$ cat config.mk
export PLATFORM = sky130hd
export DESIGN_NAME = rob_retire_flat
export DESIGN_NICKNAME = d
export VERILOG_FILES = /design/src/rtl/rob_retire_if.sv /design/src/rtl/rob_retire.sv /design/src/flat_wrapper.sv
export SDC_FILE = /design/constraint.sdc
export NUM_CORES = 1
export LEC_CHECK = 0
export CORE_MARGIN = 2
export CORE_UTILIZATION = 44
export CTS_BUF_LIST = sky130_fd_sc_hd__clkbuf_8
export DETAILED_ROUTE_END_ITERATION = 12
export HOLD_SLACK_MARGIN = 0.08
export SYNTH_ARGS = -nofsm -noshare
export SYNTH_HDL_FRONTEND = slang
export SYNTH_SLANG_ARGS = --single-unit
$ cat constraint.sdc
create_clock -name clk -period 7.3 [get_ports clk]
set_input_delay 1.46 -clock clk [delete_from_list [all_inputs] [get_ports clk]]
set_output_delay 1.46 -clock clk [all_outputs]
set_load 0.02 [all_outputs]
$ cat src/rtl/rob_retire_if.sv
// rtl/rob_retire_if.sv - rename/execute/free-list handshake bundle for the retirement buffer
interface rob_retire_if #(
  parameter int PRN_BITS     = 6,
  parameter int MAX_OPERANDS = 3,
  parameter int ROB_BITS     = 5
);
  logic                alloc_valid;
  logic                alloc_ready;
  logic                alloc_old_valid [MAX_OPERANDS];
  logic [PRN_BITS-1:0] alloc_old_prn   [MAX_OPERANDS];
  logic [ROB_BITS-1:0] alloc_id;
  logic                complete_valid  [MAX_OPERANDS];
  logic [ROB_BITS-1:0] complete_id     [MAX_OPERANDS];
  logic                free_valid      [MAX_OPERANDS];
  logic [PRN_BITS-1:0] free_prns       [MAX_OPERANDS];
  logic                commit_valid;
  logic [ROB_BITS-1:0] commit_id;
  logic [ROB_BITS:0]   count;

  // Renamer / execution side
  modport master (
    output alloc_valid, alloc_old_valid, alloc_old_prn, complete_valid, complete_id,
    input  alloc_ready, alloc_id, free_valid, free_prns, commit_valid, commit_id, count
  );

  // Retirement buffer side
  modport slave (
    input  alloc_valid, alloc_old_valid, alloc_old_prn, complete_valid, complete_id,
    output alloc_ready, alloc_id, free_valid, free_prns, commit_valid, commit_id, count
  );
endinterface

$ cat src/rtl/rob_retire.sv
// rtl/rob_retire.sv - in-order retirement buffer returning overwritten PRNs to the free list
module rob_retire #(
  parameter int PRN_BITS     = 6,
  parameter int MAX_OPERANDS = 3,
  parameter int ROB_BITS     = 5
) (
  input  logic        clk,
  input  logic        rst,
  rob_retire_if.slave bus
);
  localparam int                  DEPTH     = 1 << ROB_BITS;
  localparam logic [ROB_BITS:0]   DEPTH_CNT = (ROB_BITS+1)'(DEPTH);
  localparam logic [ROB_BITS:0]   CNT_ONE   = (ROB_BITS+1)'(1);
  localparam logic [ROB_BITS-1:0] PTR_ONE   = ROB_BITS'(1);

  logic [DEPTH-1:0]    busy_q, done_q, busy_d, done_d;
  logic                old_valid_q [DEPTH][MAX_OPERANDS];
  logic [PRN_BITS-1:0] old_prn_q   [DEPTH][MAX_OPERANDS];
  logic [ROB_BITS-1:0] head_q, tail_q;
  logic [ROB_BITS:0]   count_q;
  logic                free_valid_q [MAX_OPERANDS];
  logic [PRN_BITS-1:0] free_prns_q  [MAX_OPERANDS];
  logic                commit_valid_q;
  logic [ROB_BITS-1:0] commit_id_q;
  logic                alloc_fire;
  logic                retire;

  // No retire bypass: a slot freed this edge is only visible through count next cycle
  assign bus.alloc_ready = (count_q < DEPTH_CNT);
  assign bus.alloc_id    = tail_q;
  assign alloc_fire      = bus.alloc_valid && bus.alloc_ready;
  assign retire          = busy_q[head_q] && done_q[head_q];

  assign bus.commit_valid = commit_valid_q;
  assign bus.commit_id    = commit_id_q;
  assign bus.count        = count_q;

  for (genvar g = 0; g < MAX_OPERANDS; g++) begin : g_free_out
    assign bus.free_valid[g] = free_valid_q[g];
    assign bus.free_prns[g]  = free_prns_q[g];
  end

  // Slot flag updates; ordering makes retire override completion and allocation override both
  always_comb begin
    busy_d = busy_q;
    done_d = done_q;
    for (int i = 0; i < MAX_OPERANDS; i++) begin
      if (bus.complete_valid[i] && busy_q[bus.complete_id[i]]) begin
        done_d[bus.complete_id[i]] = 1'b1;
      end
    end
    if (retire) begin
      busy_d[head_q] = 1'b0;
      done_d[head_q] = 1'b0;
    end
    if (alloc_fire) begin
      busy_d[tail_q] = 1'b1;
      done_d[tail_q] = 1'b0;
    end
  end

  // Slot busy/done registers
  always_ff @(posedge clk or posedge rst) begin
    if (rst) begin
      busy_q <= '0;
      done_q <= '0;
    end else begin
      busy_q <= busy_d;
      done_q <= done_d;
    end
  end

  // Old-mapping payload, only meaningful while the slot is busy so it needs no reset
  always_ff @(posedge clk) begin
    if (alloc_fire) begin
      for (int i = 0; i < MAX_OPERANDS; i++) begin
        old_valid_q[tail_q][i] <= bus.alloc_old_valid[i];
        old_prn_q[tail_q][i]   <= bus.alloc_old_prn[i];
      end
    end
  end

  // Head and tail pointers wrap naturally at DEPTH
  always_ff @(posedge clk or posedge rst) begin
    if (rst) begin
      head_q <= '0;
      tail_q <= '0;
    end else begin
      if (retire)     head_q <= head_q + PTR_ONE;
      if (alloc_fire) tail_q <= tail_q + PTR_ONE;
    end
  end

  // Occupancy: unchanged when alloc and retire coincide
  always_ff @(posedge clk or posedge rst) begin
    if (rst) begin
      count_q <= '0;
    end else if (alloc_fire && !retire) begin
      count_q <= count_q + CNT_ONE;
    end else if (retire && !alloc_fire) begin
      count_q <= count_q - CNT_ONE;
    end
  end

  // Retirement outputs: valids pulse for one cycle, payload holds between retirements
  always_ff @(posedge clk or posedge rst) begin
    if (rst) begin
      commit_valid_q <= 1'b0;
      commit_id_q    <= '0;
      for (int i = 0; i < MAX_OPERANDS; i++) begin
        free_valid_q[i] <= 1'b0;
        free_prns_q[i]  <= '0;
      end
    end else begin
      commit_valid_q <= retire;
      if (retire) commit_id_q <= head_q;
      for (int i = 0; i < MAX_OPERANDS; i++) begin
        free_valid_q[i] <= retire && old_valid_q[head_q][i];
        if (retire) free_prns_q[i] <= old_prn_q[head_q][i];
      end
    end
  end
endmodule

$ cat src/flat_wrapper.sv
// flat-port wrapper written by rule: the top's interface ports become plain ports
module rob_retire_flat 
#(
  parameter int PRN_BITS     = 6,
  parameter int MAX_OPERANDS = 3,
  parameter int ROB_BITS     = 5
)
  (clk, rst, bus_alloc_valid, bus_alloc_old_valid, bus_alloc_old_prn, bus_complete_valid, bus_complete_id, bus_alloc_ready, bus_alloc_id, bus_free_valid, bus_free_prns, bus_commit_valid, bus_commit_id, bus_count);
  rob_retire_if #(.PRN_BITS(PRN_BITS), .MAX_OPERANDS(MAX_OPERANDS), .ROB_BITS(ROB_BITS)) bus_i ();
  input  logic clk;
  input  logic rst;
  input wire logic [$bits(bus_i.alloc_valid)-1:0] bus_alloc_valid;
  input wire logic [$bits(bus_i.alloc_old_valid)-1:0] bus_alloc_old_valid;
  input wire logic [$bits(bus_i.alloc_old_prn)-1:0] bus_alloc_old_prn;
  input wire logic [$bits(bus_i.complete_valid)-1:0] bus_complete_valid;
  input wire logic [$bits(bus_i.complete_id)-1:0] bus_complete_id;
  output wire logic [$bits(bus_i.alloc_ready)-1:0] bus_alloc_ready;
  output wire logic [$bits(bus_i.alloc_id)-1:0] bus_alloc_id;
  output wire logic [$bits(bus_i.free_valid)-1:0] bus_free_valid;
  output wire logic [$bits(bus_i.free_prns)-1:0] bus_free_prns;
  output wire logic [$bits(bus_i.commit_valid)-1:0] bus_commit_valid;
  output wire logic [$bits(bus_i.commit_id)-1:0] bus_commit_id;
  output wire logic [$bits(bus_i.count)-1:0] bus_count;
  assign bus_i.alloc_valid = bus_alloc_valid;
  assign bus_i.alloc_old_valid = {>>{bus_alloc_old_valid}};
  assign bus_i.alloc_old_prn = {>>{bus_alloc_old_prn}};
  assign bus_i.complete_valid = {>>{bus_complete_valid}};
  assign bus_i.complete_id = {>>{bus_complete_id}};
  assign bus_alloc_ready = bus_i.alloc_ready;
  assign bus_alloc_id = bus_i.alloc_id;
  assign bus_free_valid = {>>{bus_i.free_valid}};
  assign bus_free_prns = {>>{bus_i.free_prns}};
  assign bus_commit_valid = bus_i.commit_valid;
  assign bus_commit_id = bus_i.commit_id;
  assign bus_count = bus_i.count;
  rob_retire #(.PRN_BITS(PRN_BITS), .MAX_OPERANDS(MAX_OPERANDS), .ROB_BITS(ROB_BITS)) u_core (.clk(clk), .rst(rst), .bus(bus_i));
endmodule
After elaboration in Yosys (flattened, before gate mapping)
Memories as Yosys holds them, arrays and structs flattened. A register that Yosys moved wholly into a read port is not among the register bits.
Index checks and enable logic that the tools add are counted.
{"block": "word_totals", "register_bits": 89, "latch_bits": 0, "mem_bits_rw": 672, "romBits": 0, "output_inout_bits": 39, "word_cells": 85, "mem_count": 2}
{"block": "classes", "n_addsub": 4, "mul": 0, "div_mod_pow": 0, "order_cmp": 11, "eq_ne": 0, "shifts": 0, "n_mux": 31, "n_bitwise": 9, "n_reduce_logical": 18}
{"name": "u_core.old_prn_q", "depth": 32, "word_bits": 18, "rd": 1, "rd_ports_with_merged_regs": 1, "wr": 1, "line_no": "rob_retire.sv:18", "rtl": "logic [PRN_BITS-1:0] old_prn_q [DEPTH][MAX_OPERANDS];"}
{"name": "u_core.old_valid_q", "depth": 32, "word_bits": 3, "rd": 1, "rd_ports_with_merged_regs": 0, "wr": 1, "line_no": "rob_retire.sv:17", "rtl": "logic old_valid_q [DEPTH][MAX_OPERANDS];"}
{"op": "2-to-1 mux 32 bit", "n": 7}
{"op": "bitwise OR 32 bit", "n": 4}
{"op": "AND 32 bit", "n": 3}
{"op": "NOT 32 bit", "n": 2}
{"op": "less-than comparator 5 x 6 -> 1 bit (second input constant)", "n": 5}
{"op": "binary-select mux 1 bit (select 5 bit)", "n": 5}
{"op": "demux 1 bit (select 5 bit)", "n": 5}
{"op": "greater-or-equal comparator 5 x 1 -> 1 bit (second input constant)", "n": 5}
{"op": "logical AND 1 bit", "n": 15}
{"op": "2-to-1 mux 1 bit", "n": 12}
{"op": "2-to-1 mux 6 bit", "n": 2}
{"op": "adder 5 x 1 -> 5 bit (second input constant)", "n": 2}
{"op": "adder 6 x 1 -> 6 bit (second input constant)", "n": 1}
{"op": "less-than comparator 6 bit (second input constant)", "n": 1}
{"op": "subtractor 6 x 1 -> 6 bit (second input constant)", "n": 1}
{"op": "zero test 1 bit", "n": 2}
{"op": "nonzero test 2 bit", "n": 1}

Depth between registers and ports, before layout
{"block": "logic_depth", "ltp_word": 14, "depth_mapped": 19, "ltp_nobuf": 16}

Worst setup path before layout
Ideal clock, no wire load.
{"block": "synth_path", "path_type": "reg-to-reg", "start": "register u_core.head_q[1]", "end": "register u_core.count_q[5], in the netlist u_core.bus.count[5]", "setup_time_ns": 0.128, "t_arrival_ns": 3.422, "setup_slack_ns": 3.750, "path_stages_with_launch": 19, "n_path_buf": 3, "period_less_slack_ns": 3.550, "cell_sequence": "dfrtp_1 -> buf_2 -> clkbuf_1 -> mux4_2 -> a22oi_1 -> nand4_1 -> and2_1 -> buf_2 -> inv_2 -> ha_1 -> inv_1 -> ha_1 -> a21o_1 -> a21oi_1 -> o21bai_1 -> a21oi_1 -> xnor2_1 -> nor2_1 -> xnor2_1"}
{"block": "synth_via", "elab_chain_len": 6, "word_cells_on_any_way": 10}
{"item": "start: declaration", "line_no": "rob_retire.sv:19", "rtl": "logic [ROB_BITS-1:0] head_q, tail_q;"}
{"item": "start signal: assignment", "line_no": "rob_retire.sv:89", "rtl": "if (retire) head_q <= head_q + PTR_ONE;"}
{"item": "binary-select mux 1 bit (select 5 bit)", "line_no": "rob_retire.sv:32", "rtl": "assign retire = busy_q[head_q] && done_q[head_q];"}
{"item": "2-to-1 mux 1 bit (implied by the code)", "line_no": "rob_retire.sv:32"}
{"item": "logical AND 1 bit *", "line_no": "rob_retire.sv:32"}
{"item": "zero test 1 bit", "line_no": "rob_retire.sv:98", "rtl": "end else if (alloc_fire && !retire) begin"}
{"item": "logical AND 1 bit", "line_no": "rob_retire.sv:98"}
{"item": "2-to-1 mux 6 bit / nonzero test 2 bit (equally long branches)"}
{"item": "end signal: assignment", "line_no": "rob_retire.sv:99", "rtl": "count_q <= count_q + CNT_ONE;"}
{"item": "end signal: assignment", "line_no": "rob_retire.sv:101", "rtl": "count_q <= count_q - CNT_ONE;"}
{"item": "end: declaration", "line_no": "rob_retire.sv:20", "rtl": "logic [ROB_BITS:0] count_q;"}
Every way passes the cells marked *; elsewhere a longest branch is shown, timed or not. The select of a mux whose other input is x is not followed.
A chain may end at the register's enable or synchronous reset.

Worst setup path in the final report
{"block": "layout_path", "start": "register u_core.head_q[3]", "end": "register u_core.count_q[5], in the netlist u_core.bus.count[5]"}
The elaborated chain is that of the path after synthesis.

==> metrics.md <==
| Metric | Value |
|---|---|
| Most frequent cells in the layout | `672 x edfxtp_1, 183 x mux4_2, 134 x clkbuf_8, 105 x dfrtp_1, 80 x clkdlybuf4s50_1` |
| Cell Chain, Critical Path | `and3_1, buf_4, a22oi_1, nand4_1, and2_2, inv_2, ha_1, inv_1, ha_1, a21o_1, a21oi_1, o21bai_1, a21oi_1, xnor2_1, nor2_1, xnor2_1` |
| Synth Instances | `around 1700` |
| Yosys cell types | `77` |
| Vias in the first global route | `18650` |
| Leak | `12.26 nW` |
| Max rail drop VDD | `around 0.25 mV` |
| CTS Buf Count | `121` |
| Commonest non-fill, non-tap cell in the layout | `edfxtp_1` |
| Max-cap violations | `0` |
| DRC Markers | `0` |
| Sequential Area | `approximately 0.023 mm²` |
| Logic gate share of total power | `27.9%` |
| TNS Setup | `0 ps` |
| Fin crit share | `about two thirds` |
| Share of layout cells above drive strength 1 | `about a quarter` |
| Max Buffers Root-to-Sink | `3` |
| Top fanout value on the critical path | `18` |
| Clock root buffer | `clkbuf_8` |
| Number of flops mapped to enable cells by yosys | `approximately 670` |
| Hpwl dp | `53080 µm` |
| Global-route wire length before repair | `between 100000 and 150000 µm` |
| Drt wl/cell | `roughly 32 µm` |
| Worst Hold Class | `flip-flop to flip-flop` |
| Reg2Reg Setup Slack | `approximately 2400 ps` |
| TritonCTS Sinks | `roughly 780` |
| CP max stage cell | `and3_1` |
| NetSw | `4.064 mW` |
| Final setup fails | `0` |
| # nets final | `1939` |
| Largest net degree at the start of global routing | `between 90 and 100` |
| Post-synthesis async set-or-reset flop share | `about 14%` |
| DRT Wirelength | `93940 µm` |
| Die area | `~0.075 mm²` |
| Remaining global-route overflow | `0` |
| Outcome | `finished, final reports clean` |
| PD cells | `approximately 350 mW/mm²` |
| Post-Synthesis Cell Area | `0.03215 mm²` |
| Worst-path clk slew | `70 ps` |
| Synth Register Bits | `approximately 800` |
| Number of gates resized after CTS | `0` |
| Core area | `approximately 0.073 mm²` |
| CP delay by family, top | `simple AND/OR/NAND/NOR gates` |
| H-tree Lvls | `3` |
| # hold bufs at CTS | `0` |
| Area of the multi-input gates | `about 0.0089 mm²` |
| Die H | `274.3 µm` |
| Hold path start | `u_core.bus.commit_id[0]` |
| Crit path DAT | `approximately 5500 ps` |
| # fillers | `between 6000 and 7000` |
| Nature of the critical path endpoint | `flip-flop` |
| CTS tree | `built` |
| Initial Util | `44.29%` |
| Clk_lat worst skew | `between 700 and 800 ps` |
| Top FF cell, synth | `edfxtp_1` |
| IO Count | `81` |
| Placer Congestion | `0.9113` |
| Min Tclk post-route | `4895 ps` |
| Internal power | `8.767 mW` |
| CP max stage delay | `1000 ps` |
| Reg2Reg Launch Point | `u_core.head_q[3]` |
| Fmax achieved | `slightly above 200 MHz` |
| Hold slack | `506.1 ps` |
| Vias per cell | `around 6.2` |
| Die W | `about 270 µm` |
| Switching fraction of total power | `between 30% and 40%` |
| Antenna violations before repair | `2` |
| Final antenna-violating net count | `0` |
| Setup Fix Bufs, Post-CTS | `0` |
| RSZ-0062 raised after global routing | `false` |
| YS warnings | `0` |
| Vias | `around 18000` |
| Max_slew headroom | `15.23%` |
| Sequential cell area fraction in the yosys report | `a little under three quarters` |
| WS Path Type | `flip-flop to flip-flop` |
| Startpoint types | `flip-flop` |
| PortBufs | `80` |
| DRT iter0 DRCs | `between 2000 and 2500` |
| CP Data Required Time | `approximately 7900 ps` |
| Buffers and inverters on the worst path | `3` |
| # rows | `between 90 and 100` |
| Seq pwr share | `between 40% and 50%` |
| Gr usage total | `25.30%` |
| Clock network fraction of total power | `27.7%` |
| Mean post-synth cell area | `between 15 and 20 µm²` |
| Final hold viol count | `0` |
| Clock Skew | `50.72 ps` |
| CP startpoint | `u_core.head_q[3]` |
| Pins Over Slew Limit | `0` |
| Slew @ Worst Pin | `between 1000 and 1500 ps` |
| First-pass iteration count of the detailed router | `5` |
| Area grow syn2layout | `13.85%` |
| Post-Syn Nets | `1798` |
path summary, 6_finish.rpt:
kind                       cells past startpoint                 endpoint
setup reg to reg                              16      u_core.bus.count[5]
max in group asynchronous                      3         u_core.head_q[1]
setup / recovery                              16      u_core.bus.count[5]
hold reg to reg                                1  u_core.bus.commit_id[0]
min in group asynchronous                      2  u_core.bus.commit_id[1]
hold / removal                                 1  u_core.bus.commit_id[0]
cells by family after synthesis:
family                   count (synthesis)  synth area share (%)
buffers and inverters                  137                 1.973
multiplexers                           231                 14.70
XOR/XNOR                                13                0.3542
adder cells (fa/ha/maj)                 14                0.5682
AO/OA/AOI/OAI                          277                 6.674
flip-flops                             779                 71.10
AND/OR/NAND/NOR                        291                 4.635
cells in the mapped netlist (4+ instances only):
library cell    n  area share [%]
a22o_1         36            0.98
a21o_1         26            0.61
a221oi_2        5            0.23
buf_2          35            0.54
mux2_2          8            0.28
clkbuf_1       56            0.65
nand3_1        20            0.31
nand4_1         7            0.14
buf_1          10            0.12
inv_1          25            0.29
a31oi_1        40            0.78
a31o_2          4            0.11
or3_1          11            0.21
a22oi_1         9            0.21
o21a_1          6            0.14
and2_1          6            0.12
mux4_1          7            0.57
nor4_1          4           0.078
o22ai_1        18            0.35
a211oi_1        5            0.12
nor2_1         84            0.98
nand3b_1        7            0.16
edfxtp_1      672              63
or2_2          12            0.23
and3_1         13            0.25
or3b_2          4            0.11
and3b_1         7            0.19
mux4_2        183              13
nor3_1         20            0.31
a21oi_1        21            0.33
nand2_1        57            0.67
dfrtp_1       107             8.3
buf_6           5            0.18
xnor2_1        10            0.27
a221oi_1       47             1.3
o21ai_0        15            0.23
nor3b_1         7            0.16
nor2b_1         9            0.18
ha_1           13            0.51
nand2b_1       14            0.27
mux2i_1        33             1.0
area by class of cell:
| cell class | instances | share of cell area [%] |
|---|---|---|
| Tap cell | 959 | 3.278 |
| Sequential cell | 779 | 62.46 |
| Multi-Input combinational cell | 826 | 24.30 |
| Timing Repair Buffer | 129 | 3.227 |
| Clock inverter | 94 | 1.415 |
| Inverter | 26 | 0.2735 |
| Antenna cell | 1 | 0.006836 |
| Clock buffer | 134 | 5.038 |
power by group through the flow:
stage | sequential, mW | clock, mW | combinational [mW]
after floorplan | 5.61 | 0 | 2.52
after global routing | 5.74 | 3.80 | 3.83
final | 5.70 | 3.55 | 3.58
after global placement | 5.78 | 0 | 3.56
after detailed placement | 5.79 | 0 | 3.60
after CTS | 5.70 | 3.62 | 3.61
stage by stage:
step           power (mW)  instances  utilization (%)  setup slack, ps  cell area, µm²
3_3_place_gp        9.341       2719            47.17             2367           34240
6_report            12.83       2948            50.43             2405           36600
2_1_floorplan       8.130       1742                -             3023           32150
3_5_place_dp        9.384       2719            47.17             2182           34240
5_1_grt             13.37       2948            50.43             2166           36600
4_1_cts             12.92       2947            50.42             2450           36600
flip-flops by register name, indices dropped and copies added (netlist names):
| signal | flops |
|---|---|
| u_core.old_prn_q | 576 |
| u_core.old_valid_q | 96 |
| u_core.busy_q | 32 |
| u_core.done_q | 32 |
| u_core.bus.free_prns | 18 |
| u_core.bus.count | 6 |
| u_core.bus.alloc_id | 5 |
| u_core.bus.commit_id | 5 |
| u_core.head_q | 5 |
| u_core.bus.free_valid | 3 |
| u_core.bus.commit_valid | 1 |
metal layers:
layer	part of all wire [%]	vias up	global-route usage, %
li1	-	7513	-
met1	41	9886	34.74
met2	49	844	41.06
met3	7.3	174	4.484
met4	3.0	2	8.596
met5	0.017	-	0
worst register-to-register path, cell delays in order, from the launching register on:
cell,delay [ps]
dfrtp_1,760
and3_1,1000
buf_4,470
a22oi_1,160
nand4_1,270
and2_2,270
inv_2,120
ha_1,270
inv_1,140
ha_1,240
a21o_1,170
a21oi_1,240
o21bai_1,90
a21oi_1,220
xnor2_1,140
nor2_1,70
xnor2_1,130
Power figures use the tool's default switching activity.
